==> config.mk <==
export PLATFORM = sky130hd
export DESIGN_NAME = can_tx_serializer
export DESIGN_NICKNAME = d
export VERILOG_FILES = /design/src/rtl/can_tx_serializer.sv
export SDC_FILE = /design/constraint.sdc
export NUM_CORES = 1
export LEC_CHECK = 0
export BUFFER_PORTS_ARGS = -buffer_cell sky130_fd_sc_hd__buf_2
export CAP_MARGIN = 25
export CORE_UTILIZATION = 40
export DETAILED_ROUTE_END_ITERATION = 16
export PLACE_DENSITY_LB_ADDON = 0.1
export SLEW_MARGIN = 5
export SYNTH_ARGS = -nofsm -noshare
export SYNTH_HDL_FRONTEND = slang
export SYNTH_SLANG_ARGS = --single-unit
==> constraint.sdc <==
create_clock -name clk -period 8 [get_ports clk]
set_clock_uncertainty 0.1 [all_clocks]
set_input_delay 1.2 -clock clk [delete_from_list [all_inputs] [get_ports clk]]
set_output_delay 1.2 -clock clk [all_outputs]
set_load 0.01 [all_outputs]
==> src/rtl/can_tx_serializer.sv <==
`default_nettype none
// ============================================================================
//  Module      : can_tx_serializer
//  Description : Serialises one standard-format CAN data frame (11-bit ID)
//                plus its CRC-15 onto the TX line, one bit per bit_tick.
//                Stuff bits are inserted from SOF through the last CRC bit.
//                The bus is sampled during the ACK slot.
//  Revision    : 1.0 - initial release
// ============================================================================
module can_tx_serializer #(
   parameter int EOF_BITS  = 7,
   parameter int IFS_BITS  = 3,
   parameter int STUFF_LEN = 5
) (
   input  logic        clk,
   input  logic        rst,
   input  logic        bit_tick,
   input  logic        start,
   input  logic [10:0] id,
   input  logic [3:0]  dlc,
   input  logic [63:0] data,
   input  logic [14:0] crc_in,
   input  logic        rx,
   output logic        tx,
   output logic        busy,
   output logic        done,
   output logic        ack_err
);

   localparam int RUN_W = $clog2(STUFF_LEN + 1);

   // Each state names the field of the bit that the next tick will send.
   // ST_IFS_END holds the last intermission bit until the tick that ends it.
   typedef enum logic [3:0] {
      ST_IDLE    = 4'd0,
      ST_SOF     = 4'd1,
      ST_ARB     = 4'd2,
      ST_CTRL    = 4'd3,
      ST_DATA    = 4'd4,
      ST_CRC     = 4'd5,
      ST_CRC_DEL = 4'd6,
      ST_ACK     = 4'd7,
      ST_ACK_DEL = 4'd8,
      ST_EOF     = 4'd9,
      ST_IFS     = 4'd10,
      ST_IFS_END = 4'd11
   } state_t;

   state_t           state_q, state_d;
   logic [6:0]       cnt_q, cnt_d;
   logic [RUN_W-1:0] run_q, run_d;
   logic             last_q, last_d;
   logic             tx_q, tx_d;
   logic             busy_q, busy_d;
   logic             done_q, done_d;
   logic             ack_err_q, ack_err_d;
   logic [10:0]      id_q, id_d;
   logic [3:0]       dlc_q, dlc_d;
   logic [63:0]      data_q, data_d;
   logic [14:0]      crc_q, crc_d;

   logic             bit_val;
   state_t           adv_state;
   logic [6:0]       adv_cnt;
   logic [6:0]       data_bits;
   logic [3:0]       id_idx;
   logic [3:0]       crc_idx;
   logic [1:0]       dlc_idx;
   logic [5:0]       data_idx;
   logic             stuff_zone;
   logic             stuff_now;

   // dlc values above 8 still carry only 8 bytes
   assign data_bits = dlc_q[3] ? 7'd64 : {1'b0, dlc_q[2:0], 3'b000};

   // MSB-first bit indices within each latched field
   assign id_idx   = 4'd10 - cnt_q[3:0];
   assign crc_idx  = 4'd14 - cnt_q[3:0];
   assign dlc_idx  = 2'd3 - (cnt_q[1:0] - 2'd2);
   assign data_idx = 6'd63 - cnt_q[5:0];

   // A stuff bit may still be owed before CRC_DEL, so CRC_DEL is in the zone
   assign stuff_zone = state_q inside {ST_SOF, ST_ARB, ST_CTRL, ST_DATA, ST_CRC, ST_CRC_DEL};
   assign stuff_now  = stuff_zone && (run_q == RUN_W'(STUFF_LEN));

   // Select the next frame bit and where the field pointer moves after it
   always_comb begin
      bit_val   = 1'b1;
      adv_state = state_q;
      adv_cnt   = cnt_q + 7'd1;
      case (state_q)
         ST_SOF: begin
            bit_val   = 1'b0;
            adv_state = ST_ARB;
            adv_cnt   = '0;
         end
         ST_ARB: begin
            if (cnt_q == 7'd11) begin
               bit_val   = 1'b0;                 // RTR
               adv_state = ST_CTRL;
               adv_cnt   = '0;
            end else begin
               bit_val = id_q[id_idx];
            end
         end
         ST_CTRL: begin
            bit_val = (cnt_q < 7'd2) ? 1'b0 : dlc_q[dlc_idx];   // IDE, r0, DLC
            if (cnt_q == 7'd5) begin
               adv_state = (dlc_q == 4'd0) ? ST_CRC : ST_DATA;
               adv_cnt   = '0;
            end
         end
         ST_DATA: begin
            bit_val = data_q[data_idx];
            if (cnt_q == data_bits - 7'd1) begin
               adv_state = ST_CRC;
               adv_cnt   = '0;
            end
         end
         ST_CRC: begin
            bit_val = crc_q[crc_idx];
            if (cnt_q == 7'd14) begin
               adv_state = ST_CRC_DEL;
               adv_cnt   = '0;
            end
         end
         ST_CRC_DEL: begin
            adv_state = ST_ACK;
            adv_cnt   = '0;
         end
         ST_ACK: begin
            adv_state = ST_ACK_DEL;
            adv_cnt   = '0;
         end
         ST_ACK_DEL: begin
            adv_state = ST_EOF;
            adv_cnt   = '0;
         end
         ST_EOF: begin
            if (cnt_q == 7'(EOF_BITS - 1)) begin
               adv_state = ST_IFS;
               adv_cnt   = '0;
            end
         end
         ST_IFS: begin
            if (cnt_q == 7'(IFS_BITS - 1)) begin
               adv_state = ST_IFS_END;
               adv_cnt   = '0;
            end
         end
         default: begin
            bit_val   = 1'b1;
            adv_state = state_q;
            adv_cnt   = cnt_q;
         end
      endcase
   end

   // Next-state: start acceptance, per-tick bit/stuff emission, completion
   always_comb begin
      state_d   = state_q;
      cnt_d     = cnt_q;
      run_d     = run_q;
      last_d    = last_q;
      tx_d      = tx_q;
      busy_d    = busy_q;
      done_d    = 1'b0;
      ack_err_d = ack_err_q;
      id_d      = id_q;
      dlc_d     = dlc_q;
      data_d    = data_q;
      crc_d     = crc_q;

      if (!busy_q) begin
         if (start) begin
            id_d      = id;
            dlc_d     = dlc;
            data_d    = data;
            crc_d     = crc_in;
            busy_d    = 1'b1;
            ack_err_d = 1'b0;
            state_d   = ST_SOF;
            cnt_d     = '0;
            run_d     = '0;
            last_d    = 1'b0;
            tx_d      = 1'b1;
         end
      end else if (bit_tick) begin
         if (state_q == ST_IFS_END) begin
            state_d = ST_IDLE;
            cnt_d   = '0;
            busy_d  = 1'b0;
            done_d  = 1'b1;
            tx_d    = 1'b1;
         end else if (stuff_now) begin
            // Stuff bit: field pointer holds, run restarts with the stuff value
            tx_d   = ~last_q;
            last_d = ~last_q;
            run_d  = RUN_W'(1);
         end else begin
            tx_d    = bit_val;
            state_d = adv_state;
            cnt_d   = adv_cnt;
            if (state_q == ST_CRC_DEL) begin
               run_d = '0;
            end else if (stuff_zone) begin
               last_d = bit_val;
               run_d  = ((run_q != '0) && (bit_val == last_q)) ? run_q + RUN_W'(1) : RUN_W'(1);
            end
            // The tick loading ACK_DEL closes the ACK slot
            if ((state_q == ST_ACK_DEL) && rx) begin
               ack_err_d = 1'b1;
            end
         end
      end
   end

   // State and datapath registers
   always_ff @(posedge clk or posedge rst) begin
      if (rst) begin
         state_q   <= ST_IDLE;
         cnt_q     <= '0;
         run_q     <= '0;
         last_q    <= 1'b0;
         tx_q      <= 1'b1;
         busy_q    <= 1'b0;
         done_q    <= 1'b0;
         ack_err_q <= 1'b0;
         id_q      <= '0;
         dlc_q     <= '0;
         data_q    <= '0;
         crc_q     <= '0;
      end else begin
         state_q   <= state_d;
         cnt_q     <= cnt_d;
         run_q     <= run_d;
         last_q    <= last_d;
         tx_q      <= tx_d;
         busy_q    <= busy_d;
         done_q    <= done_d;
         ack_err_q <= ack_err_d;
         id_q      <= id_d;
         dlc_q     <= dlc_d;
         data_q    <= data_d;
         crc_q     <= crc_d;
      end
   end

   assign tx      = tx_q;
   assign busy    = busy_q;
   assign done    = done_q;
   assign ack_err = ack_err_q;

endmodule
`default_nettype wire

==> impl_results.md, run 1 <==
- Multi-input logic area: 2810 um^2
- Clock transition at path regs: 50 ps
- Synth Register Bits: 113
- Initial Util: 41.6%
- Cell Pwr Density: 315 nW/um^2
- # rows: 43
- Crit path time final: 3440 ps
- Initial DRC Count: 303
- TNS Setup: 0 ps
- Cell count after synthesis: 654
- F_max: 0.291 GHz
- CTS Hold Bufs: 0
- Initial antenna violation count: 0
- Worst path required time: 8240 ps
- Core Area: 14000 um^2
- # DRC: 0
- CP Class: reg -> reg
- Least-Margin Pin Slew: 953 ps
- Worst hold path class: reg -> reg
- Area Growth Syn to Fin: 20.8%
- Hold WS: 367 ps
- Number of vias per cell: 5.08
- Clk Latency, worst-skew pair: 410 ps
- Chip Height: 123 um
- I/O Pins: 103
- Peak VDD IR: 0.000178 V
- Post_cts resized: 0
- Routed wire length per instance: 15.2 um
- M1 WL: 6700 um
- Dpl hpwl: 9590 um
- Pin count of the biggest net entering global routing: 100
- Critical Path AT: 3680 ps
- Total Wirelength: 14200 um
- Clk buf depth: 2
- Final antenna-violating net count: 0
- Highest routed layer: met4
- TritonCTS clock tree: built
- Syn Area/Cell: 8.94 um^2
- Fin. max-slew vios: 0
- Synth Warn #: 0
- Tcrit/Tclk final: 43.0%
- First-pass GRT wire length: 23700 um
- Final hold vios: 0
- Final WS setup: 4560 ps
- Routed wl met2: 6690 um
- Total track usage: 20.8%
- Routed wl met3: 651 um
- IO Port Bufs: 102
- DRT Pass-1 Iters: 5
- Worst Path Max Fanout: 17
- Distinct cells, synth: 57
- Final setup vio count: 0
- Crit path from: cnt_q[1]
- Critical path launch point type: flop
- Num CTS Buffers: 17
- Root Driver: clkbuf_16
- Post-synthesis sequential area ratio: 48.4%
- RSZ-0062 raised after global routing: false
- Diode count: 0
- H-tree levels: 4
- Post-Syn Nets: 760
- Total gr overflow: 0
- Clock sink total: 113
- Number of synthesized flops with an enable pin: 0
- Setup WS pre-CTS: 4370 ps
- Hold Startpoint: data_q[16]
- Crit. End Element: flop
- NumNets Final: 845
- Die Width: 123 um
- Vias in the first global route: 4782
- Relative slew margins: 36.5%
- FFs w/ async S/R, synth: 100%
- Placer Congestion: 0.841
- Die Footprint: 15100 um^2
- Top FF cell, synth: dfrtp_1
- FF/Latch Area: 2830 um^2
- # fillers: 1315
- Outcome: finished clean
- Crit Reg-Reg Startpoint: cnt_q[1]
- Mapped cell area: 5850 um^2
- Layout cell share with drive strength beyond 1: 23.1%
- Buffers inserted by post-CTS timing repair: 0
- Leak pwr: 3.55 nW
- Number of maximum-capacitance violations: 0
- Via count: 4732
worst paths after layout:
| path | end | slack, ps | depth (start not counted) |
|---|---|---|---|
| max in group asynchronous | cnt_q[0] | 5770 | 3 |
| min | data_q[16] | 370 | 2 |
| min in group asynchronous | data_q[13] | 790 | 2 |
| min reg2reg | data_q[16] | 370 | 2 |
| max reg2reg | tx | 4560 | 7 |
| max | tx | 4560 | 7 |
flip-flops by register name, indices dropped and copies added (netlist names), 3 cells and up:
| signal | count |
|---|---|
| id_q | 11 |
| state_q | 4 |
| crc_q | 15 |
| dlc_q | 4 |
| data_q | 64 |
| cnt_q | 7 |
| run_q | 3 |
cell type report:
| type | count | area share [%] |
|---|---|---|
| multi-input cells | 488 | 39.8 |
| flip-flops and latches | 113 | 40.1 |
| well taps | 180 | 3.19 |
| inverters | 12 | 0.674 |
| repair buffers | 107 | 7.94 |
| clock inverters | 10 | 1.90 |
| clock buffers | 22 | 6.43 |
cells by family (layout without fill, tap and decap cells):
group | Yosys count | count (layout) | share of synthesized area (%)
AOI/OAI and AO/OA | 58 | 58 | 7.38
buffers and inverters | 53 | 151 | 3.83
xor gates and xnor gates | 10 | 10 | 1.50
muxes | 36 | 36 | 10.6
adders and majority gates | 7 | 7 | 1.50
DFF | 113 | 113 | 48.4
and+or+nand+nor | 377 | 377 | 26.8
cells in the mapped netlist (3+ instances only):
library cell    n  area share, %
mux4_2         20            7.7
o21ai_0        10           0.86
inv_1          11           0.71
dfrtp_1       112             48
mux2_2          4           0.77
o22ai_1         8           0.86
nand3_1        11           0.94
nand4_1         5           0.54
buf_2           5           0.43
nand2b_1        9           0.96
xor2_1          3           0.45
mux2i_1        10            1.7
a31oi_1         4           0.43
a21oi_1         8           0.68
xnor2_1         7            1.0
ha_1            7            1.5
nor3_1          6           0.51
buf_1           6           0.39
nor2b_1         7           0.75
nand2_1       304             20
o311ai_1        3           0.45
clkbuf_1       27            1.7
nor2_1         19            1.2
metal layers:
metal / up-vias / GRT usage (%)
met5: - / 0
met4: 0 / 6.78
met3: 11 / 5.49
met2: 108 / 31.7
met1: 2260 / 28.7
li1: 2353 / -
where the power goes:
group / internal [mW] / total (mW) / switching, mW
sequential: 0.659 / 0.774 / 0.116
combinational: 0.329 / 0.687 / 0.358
clock: 0.496 / 0.759 / 0.263
total: 1.48 / 2.22 / 0.737
worst max-delay path: stages, from the launching register on:
cell and delay, ps:
dfrtp_1 650, ha_1 680, mux4_2 360, mux4_2 480, a32oi_1 260, nand4_4 180
mux2_2 320, o32a_1 320
through the flow:
step                instance area (um^2)  std cells  total power, mW  utilization [%]
detailed placement                  6450        899             1.47             45.9
finish                              7060        932             2.22             50.3
CTS                                 7040        931             2.24             50.1
global placement                    6450        899             1.45             45.9
floorplan                           5850        654             1.30                -
global route                        7060        932             2.36             50.3
cells in the final DEF, fill, tap and decap left out, types with 8 or more instances in the layout:
| cell | netlist | layout |
|---|---|---|
| a21oi_1 | 8 | 8 |
| buf_2 | 5 | 102 |
| clkbuf_16 | 0 | 17 |
| dfrtp_1 | 112 | 111 |
| inv_1 | 11 | 10 |
| mux2i_1 | 10 | 10 |
| mux4_2 | 20 | 20 |
| nand2_1 | 304 | 304 |
| nand2b_1 | 9 | 8 |
| nand3_1 | 11 | 11 |
| nor2_1 | 19 | 19 |
| o21ai_0 | 10 | 10 |
| o22ai_1 | 8 | 8 |
Note: power is estimated with default switching activity, not from simulation.
==> run 2, diff against run 1 <==
==> constraint.sdc (replaced) <==
create_clock -name clk -period 3.5 [get_ports clk]
set_clock_uncertainty 0.1 [all_clocks]
set_input_delay 0.525 -clock clk [delete_from_list [all_inputs] [get_ports clk]]
set_output_delay 0.525 -clock clk [all_outputs]
set_load 0.01 [all_outputs]
==> run 2 against run 1 <==
Sequential power increased by 120%. Fmax increased by 9.6%. Global-route usage increased by 0.84 points. Combinational power increased by 150%. Largest power group is now clock. Routed wire length increased by 3.0%. Largest cell class unchanged. Die area unchanged.
==> impl_results.md, run 2 (synthesized netlist as in run 1, its figures left out) <==
- FF/Latch Area: 2830 um^2 (unchanged)
- Worst R2R Path Depth: 8 (+1)
- Core Area: 14000 um^2 (unchanged)
- Slowest-stage cell, CP: dfrtp_2
- Least-Margin Pin Slew: 860 ps (-93.1 ps)
- Crit. End Element: flop
- Clk buf depth: 2 (unchanged)
- Root Driver: clkbuf_16
- Critical path launch point type: flop
- Outcome: finished clean
- Buffers inserted by post-CTS timing repair: 0 (unchanged)
- DRT Pass-1 Iters: 4 (-1)
- TritonCTS clock tree: built
- Final antenna-violating net count: 0 (unchanged)
- Leak pwr: 3.63 nW (+2.3%)
- Pin count of the biggest net entering global routing: 97 (-3.0%)
- CTS Hold Bufs: 0 (unchanged)
- Layout cell share with drive strength beyond 1: 24.5% (+1.4 points)
- Setup WS pre-CTS: 329 ps (-4040 ps)
- Placed cells: 909 (+1.1%)
- Diode count: 0 (unchanged)
- Number of maximum-capacitance violations: 0 (unchanged)
- Placer Congestion: 0.828 (-1.6%)
- Relative slew margins: 42.5% (+6.1 points)
- Clock transition at path regs: 60 ps (about the same)
- Final WS setup: 362 ps (-4200 ps)
- Multi-input logic area: 2810 um^2 (unchanged)
- Initial Util: 41.6% (unchanged)
- Worst hold path class: in -> async
- Total power: 5.22 mW (+140%)
- Combinational fraction of design power: 32.7% (+1.8 points)
- Chip Height: 123 um (unchanged)
- Max incr delay on CP: 610 ps (-70 ps)
- NumNets Final: 855 (+1.2%)
- Layout Cells excl Fill: 942 (+1.1%)
- Initial DRC Count: 333 (+9.9%)
- Worst Path Max Fanout: 12 (-5)
- Initial antenna violation count: 0 (unchanged)
- Number of vias per cell: 5.12 (+0.84%)
- Register share of total power: 33.2% (-1.7 points)
- IO Port Bufs: 102 (unchanged)
- Critical Path AT: 3380 ps (-300 ps)
- Die Width: 123 um (unchanged)
- I/O Pins: 103 (unchanged)
- Pint: 3.53 mW (+140%)
- Clock sink total: 113 (unchanged)
- Worst path most repeated cell: mux4_2
- Dpl hpwl: 10300 um (+7.5%)
- # DRC: 0 (unchanged)
- Area Growth Syn to Fin: 23.3%
- Largest regs: data_q (64), crc_q (15), id_q (11)
- # rows: 43 (unchanged)
- TNS Setup: 0 ps (unchanged)
- Total track usage: 21.6% (+0.84 points)
- Final hold vios: 0 (unchanged)
- # fillers: 1285 (-2.3%)
- Die Footprint: 15100 um^2 (unchanged)
- Worst path required time: 3740 ps (-4500 ps)
- Final setup vio count: 0 (unchanged)
- Vias in the first global route: 5061 (+5.8%)
- Routed wire length per instance: 15.5 um (+1.9%)
- H-tree levels: 4 (unchanged)
- Num CTS Buffers: 17 (unchanged)
- Hold WS: 187 ps (-180 ps)
- Commonest non-fill, non-tap cell in the layout: nand2_1
- Ordered cell list for the critical path: inv_1 > ha_1 > mux4_2 > mux4_2 > a32oi_1 > nand4_4 > mux2_2 > o32a_1
- Total gr overflow: 0 (unchanged)
- Largest register FFs: 64 (unchanged)
- F_max: 0.319 GHz (+9.6%)
- Tcrit/Tclk final: 89.7% (+47 points)
- Cell Pwr Density: 725 nW/um^2 (+130%)
- Clk Latency, worst-skew pair: 410 ps (about the same)
- Biggest register: data_q
- Peak VDD IR: 0.000417 V (+140%)
- Post_cts resized: 0 (unchanged)
- Sw Pwr: 1.69 mW (+130%)
- Cell family with most CP delay: multiplexers
- CP Class: reg -> reg
- WP depth: 8 (+1)
- Switching Fraction: 32.4% (-0.78 points)
- Total Wirelength: 14600 um (+3.0%)
- Via count: 4823 (+1.9%)
- Most frequent cells in the layout: nand2_1 (304), dfrtp_1 (111), buf_2 (102), mux4_2 (20), nor2_1 (19)
- Fin. max-slew vios: 0 (unchanged)
- Crit path time final: 3140 ps (-302 ps)
- First-pass GRT wire length: 24800 um (+4.4%)
- RSZ-0062 raised after global routing: false
- Clock share of power: 34.1% (about the same)
- Worst Path Buf+Inv: 1 (+1)
==> run 2: changes by cell type in the layout (fill, tap and decap cells not counted) <==
cell	previous run	this run
buf_4	4	11
clkbuf_1	4	1
clkbuf_8	1	4
buf_12	1	3
buf_16	0	1
clkinv_2	4	5
clkinv_4	0	1
inv_4	1	0
inv_6	1	0
==> run 2: power by group through the flow <==
stage / Clock (mW) / Combinational, mW / Sequential, mW
after floorplan: 0 / 1.35 / 1.63
after global placement: 0 / 1.67 / 1.75
after detailed placement: 0 / 1.72 / 1.75
after CTS: 1.82 / 1.72 / 1.74
after global routing: 1.88 / 1.90 / 1.77
final: 1.78 / 1.71 / 1.73
==> run 2: worst paths after layout <==
check | endpoint | startpoint | slack (ps)
min | data_q[42] | rst | 190
max | tx | cnt_q[0] | 360
min reg2reg | data_q[20] | data_q[20] | 370
max reg2reg | tx | cnt_q[0] | 360
min in group clk | id_q[7] | id[7] | 200
max in group asynchronous | tx | rst | 2270
==> run 2: metrics by stage <==
step | utilization [%] | instance area [um^2]
6_report | 51.3 | 7210
5_1_grt | 51.3 | 7210
4_1_cts | 51.1 | 7180
3_5_place_dp | 46.8 | 6570
3_3_place_gp | 46.8 | 6570
2_1_floorplan | - | 5850
==> run 2: final cells by class <==
cell class | count | area share (%)
Timing Repair Buffer | 117 | 9.44
Inverter | 12 | 0.677
Sequential cell | 113 | 39.3
Multi-Input combinational cell | 488 | 39.0
Clock inverter | 10 | 1.82
Tap cell | 180 | 3.12
Clock buffer | 22 | 6.72
==> run 2: layer usage <==
metal	track usage, %	vias to the layer above	wire, um
met5	0	-	0
met4	8.54	0	146
met3	4.11	9	528
met2	35.2	94	7160
met1	28.4	2350	6780
li1	-	2370	-
